<file path="config.mk">
export PLATFORM = sky130hd
export DESIGN_NAME = writeback_stage_reg
export DESIGN_NICKNAME = d
export VERILOG_FILES = /design/src/rtl/writeback_stage_reg.sv
export SDC_FILE = /design/constraint.sdc
export NUM_CORES = 1
export LEC_CHECK = 0
export BUFFER_PORTS_ARGS = -buffer_cell sky130_fd_sc_hd__buf_2
export CORE_UTILIZATION = 48
export DETAILED_ROUTE_END_ITERATION = 12
export PLACE_DENSITY = 0.87
export SLEW_MARGIN = 0
export SYNTH_ARGS = -nofsm -noshare
export SYNTH_HDL_FRONTEND = slang
export SYNTH_SLANG_ARGS = --single-unit
</file>
<file path="constraint.sdc">
create_clock -name clk -period 4.9 [get_ports clk]
set_clock_uncertainty 0.2 [all_clocks]
set_input_delay 0.49 -clock clk [delete_from_list [all_inputs] [get_ports clk]]
set_output_delay 0.49 -clock clk [all_outputs]
set_load 0.005 [all_outputs]
</file>
<file path="src/rtl/writeback_stage_reg.sv">
// MEM/WB writeback stage: N-source result select, load byte/half extraction with
// sign/zero extension, and registered register-file write port / forwarding outputs.
module writeback_stage_reg #(
    parameter int DATA_WIDTH     = 32,
    parameter int NUM_SRC        = 4,
    parameter int MEM_SRC_IDX    = 1,
    parameter int REG_ADDR_WIDTH = 5,
    parameter int SEL_WIDTH      = 2
) (
    input  logic                          clk,
    input  logic                          reset,
    input  logic                          In_Valid,
    input  logic                          Stall,
    input  logic                          Flush,
    input  logic                          RegWrite,
    input  logic [SEL_WIDTH-1:0]          WbSel,
    input  logic [NUM_SRC*DATA_WIDTH-1:0] Src_Data,
    input  logic [1:0]                    Load_Size,
    input  logic                          Load_Unsigned,
    input  logic [$clog2(DATA_WIDTH/8)-1:0] Byte_Offset,
    input  logic [REG_ADDR_WIDTH-1:0]     Dest_Reg,
    output logic [DATA_WIDTH-1:0]         Write_Data_Output,
    output logic [REG_ADDR_WIDTH-1:0]     Write_Reg,
    output logic                          Reg_Write_En,
    output logic                          Wb_Valid,
    output logic                          Align_Error,
    output logic                          Sel_Error
);

    localparam int OFF_W = $clog2(DATA_WIDTH/8);

    logic [DATA_WIDTH-1:0]     r_data;
    logic [REG_ADDR_WIDTH-1:0] r_reg;
    logic                      r_we;
    logic                      r_valid;
    logic                      r_align_err;
    logic                      r_sel_err;

    logic [SEL_WIDTH:0]    w_sel_ext;
    logic                  w_sel_oob;
    logic                  w_is_mem;
    logic [DATA_WIDTH-1:0] w_sel_data;
    logic [OFF_W-1:0]      w_half_off;
    logic [DATA_WIDTH-1:0] w_byte_shift;
    logic [DATA_WIDTH-1:0] w_half_shift;
    logic [7:0]            w_byte;
    logic [15:0]           w_half;
    logic [DATA_WIDTH-1:0] w_result;
    logic                  w_align_err;
    logic                  w_sel_err;
    logic                  w_we;

    // One extra select bit keeps the range check meaningful when 2**SEL_WIDTH == NUM_SRC.
    assign w_sel_ext = {1'b0, WbSel};
    assign w_sel_oob = (w_sel_ext >= (SEL_WIDTH+1)'(NUM_SRC));
    assign w_is_mem  = (w_sel_ext == (SEL_WIDTH+1)'(MEM_SRC_IDX));

    always_comb begin
        w_sel_data = '0;
        for (int unsigned i = 0; i < NUM_SRC; i++) begin
            if (32'(w_sel_ext) == i) begin
                w_sel_data = Src_Data[i*DATA_WIDTH +: DATA_WIDTH];
            end
        end
    end

    // Half-word lane pair is the offset with its low bit cleared.
    assign w_half_off   = Byte_Offset & ~(OFF_W'(1));
    assign w_byte_shift = w_sel_data >> {Byte_Offset, 3'b000};
    assign w_half_shift = w_sel_data >> {w_half_off, 3'b000};
    assign w_byte       = w_byte_shift[7:0];
    assign w_half       = w_half_shift[15:0];

    always_comb begin
        w_result = w_sel_data;
        if (w_is_mem) begin
            case (Load_Size)
                2'b00:   w_result = {{(DATA_WIDTH-8){~Load_Unsigned & w_byte[7]}}, w_byte};
                2'b01:   w_result = {{(DATA_WIDTH-16){~Load_Unsigned & w_half[15]}}, w_half};
                default: w_result = w_sel_data;
            endcase
        end
    end

    assign w_align_err = In_Valid & w_is_mem &
                         (((Load_Size == 2'b01) & Byte_Offset[0]) |
                          (Load_Size[1] & (Byte_Offset != '0)));
    assign w_sel_err   = In_Valid & w_sel_oob;
    assign w_we        = In_Valid & RegWrite & (Dest_Reg != '0) & ~w_align_err & ~w_sel_err;

    always_ff @(posedge clk) begin
        if (reset) begin
            r_data      <= '0;
            r_reg       <= '0;
            r_we        <= 1'b0;
            r_valid     <= 1'b0;
            r_align_err <= 1'b0;
            r_sel_err   <= 1'b0;
        end else if (Flush) begin
            r_we        <= 1'b0;
            r_valid     <= 1'b0;
            r_align_err <= 1'b0;
            r_sel_err   <= 1'b0;
        end else if (!Stall) begin
            r_data      <= w_result;
            r_reg       <= Dest_Reg;
            r_we        <= w_we;
            r_valid     <= In_Valid;
            r_align_err <= w_align_err;
            r_sel_err   <= w_sel_err;
        end
    end

    assign Write_Data_Output = r_data;
    assign Write_Reg         = r_reg;
    assign Reg_Write_En      = r_we;
    assign Wb_Valid          = r_valid;
    assign Align_Error       = r_align_err;
    assign Sel_Error         = r_sel_err;

endmodule

</file>
==> reports/qor.txt <==
Worst-Skew Late Latency - 0.30 ns
Pint - 0.6043 mW
Fillers - 534
Final Hold Fails - 0
Synthesized Nets - 475
Register area share after synthesis - 25.28%
Max Freq - 310.5 MHz
Worst Reg2Reg Path Length in Cells - 2
Total CTS buffers - 5
Die Span Y - 83.24 µm
Final Cell Area - 0.004145 mm²
Synthesized flop and latch total - 40
Placed cell area - 0.004051 mm²
Crit path from - WbSel[1]
Final ANT Viol Nets - 0
RSZ-0062 raised after global routing - false
DRC viols - 0
Die W - 83.24 µm
Std-Cell Rows - 29
Largest cells by area after synthesis - dfxtp_1 (25%), mux4_2 (21%), mux2i_1 (6.3%), a2111oi_4 (5.2%), nand2_1 (4.9%)
Mean Syn Cell Area - 9.629 µm²
Crit path DAT - 3.14 ns
Sw Ratio - 32.50%
Lkg Pwr - 1.907 nW
WL per Instance - 18.76 µm
GP Congestion - 0.9355
CTS clk-pin slew, worst paths - 0.08 ns
Reg-to-Reg Start - Write_Data_Output[17]
Slew Limit Fails - 0
Hold path cells - 2
GRT Total Usage - 30.71%
Core box area - 0.006350 mm²
Sequential share of power - 39.7%
Final hold slack - 0.2246 ns
CTS tree - yes
Pin count of the biggest net entering global routing - 40
Via Count - 3520
Antenna violations before repair - 0
Initial DRC Count - 292
Congestion Overflow GR - 0
Max_cap viols - 0
Routed vias/inst - 6.175
Commonest non-fill, non-tap cell in the layout - buf_2
Power Density - 216.0 mW/mm²
First-pass GRT wire length - 16920 µm
Post-CTS Setup Bufs - 0
Synth cell types - 43
Final cycle utilization of the critical path - 65.73%
Setup CP Type - input port to register
Synthesized area - 0.003168 mm²
Worst hold path startpoint - Flush
Post-synth EDFFs - 0
Post-synth top area cell - dfxtp_1
Overall power - 0.8954 mW
Commonest non-fill, non-tap cells in the layout - buf_2 (185), nand2_1 (41), dfxtp_1 (40)
Worst-path maximum fanout - 39
DP Wirelength - 8318 µm
WL final - 10690 µm
I/O Buffers - 185
Fraction of layout cells with a size suffix above 1 - 49.29%
Worst vdd ir - 123.7 µV
Vias in the first global route - 3487
N_diodes - 0
Area delta synth->final - 30.85%
Setup TNS - 0 ns
# H-tree levels - 2
CP Capture Type - register
Synth async-reset ratio - 0%
Worst hold path type - input port to register
Root Driver - clkbuf_8
CTS Buffer Depth - 2
Sw Pwr - 0.2910 mW
Initial core utilization - 49.89%
Post-synth top flop - dfxtp_1
Synth warnings - 0
Final min period - 3.221 ns
Slew margin rel. - 28.45%
Synth top area share - 25.28%
I/O pins - 187
Drt first pass iters - 7
Nets@finish - 638
Final setup violation count - 0
Full die area - 0.006929 mm²
CP Data Required Time - 4.82 ns
CP Launch Type - input port
Hold Buf Count CTS - 0
Clk pwr share - 26.5%
Status - complete, no violations
CTS resizes - 0
Least-Margin Pin Slew - 1.070 ns
Cells after Synth - 329
Num Clock Sinks - 40
Comb pwr share - 33.8%
[per-stage QoR]
step	util [%]	worst slack, ns	cells
floorplan	-	2.468	329
global placement	63.80	1.456	562
detailed placement	63.80	1.338	562
CTS	65.28	1.655	570
global route	65.28	1.440	570
finish	65.28	1.679	570
[area by class of cell]
type	instances	area, µm²	area share, %
clock inverters	1	7.507	0.1811
flip-flops and latches	40	800.8	19.32
well taps	77	96.34	2.324
multi-input cells	254	2191	52.85
repair buffers	189	955.9	23.06
clock buffers	7	86.33	2.083
inverters	2	7.507	0.1811
[worst paths after layout]
check	endpoint	slack [ns]
max	Write_Data_Output[19]	1.68
max reg2reg	Write_Data_Output[17]	3.82
min reg2reg	Write_Data_Output[6]	0.24
min	Align_Error	0.22
[sequential cells by signal, summed over array words and instances (netlist names)]
register	count
Write_Reg	5
Reg_Write_En	1
Align_Error	1
Wb_Valid	1
Write_Data_Output	32
[layer usage]
metal | GRT usage [%] | up-vias | share of wire, %
li1 | - | 1600 | -
met1 | 37.12 | 1634 | 38
met2 | 53.28 | 258 | 50
met3 | 5.964 | 28 | 9.8
met4 | 12.85 | 0 | 2.7
met5 | 0 | - | 0
[synth_stat cells (2+ instances only)]
master and count:
a2111oi_0 3, a2111oi_1 2, a2111oi_2 6, a2111oi_4 6
a21o_1 8, a21oi_1 26, a221oi_1 6, a22oi_1 7
a31oi_1 6, buf_1 5, buf_2 5, buf_4 5
buf_6 3, clkbuf_1 15, dfxtp_1 40, inv_1 2
mux2i_1 20, mux4_2 30, nand2_1 41, nand2b_1 4
nand3_1 8, nor2_1 27, nor2b_1 3, nor3_1 9
nor3b_1 3, o21a_1 2, o21ai_0 20, o22a_1 2
[worst max-delay path: stages]
cell and delay [ns]:
buf_2 0.68, mux4_2 0.45, a22oi_1 0.29, nand2_1 0.14
nor3_4 0.82, a2111oi_0 0.25
[power groups by stage]
| stage | clock [mW] | combinational [mW] | sequential [mW] |
|---|---|---|---|
| detailed placement | 0 | 0.298 | 0.363 |
| floorplan | 0 | 0.183 | 0.363 |
| CTS | 0.237 | 0.300 | 0.355 |
| finish | 0.237 | 0.303 | 0.355 |
| global route | 0.255 | 0.325 | 0.358 |
| global placement | 0 | 0.290 | 0.363 |
[logic make-up after synthesis]
group           Yosys count  share of synthesized area, %
compound gates          103                         27.01
simple gates            100                         14.30
mux                      50                         27.65
flops                    40                         25.28
buf+inv                  35                         5.648
other cells               1                        0.1184
(Power assumes the default switching activity.)
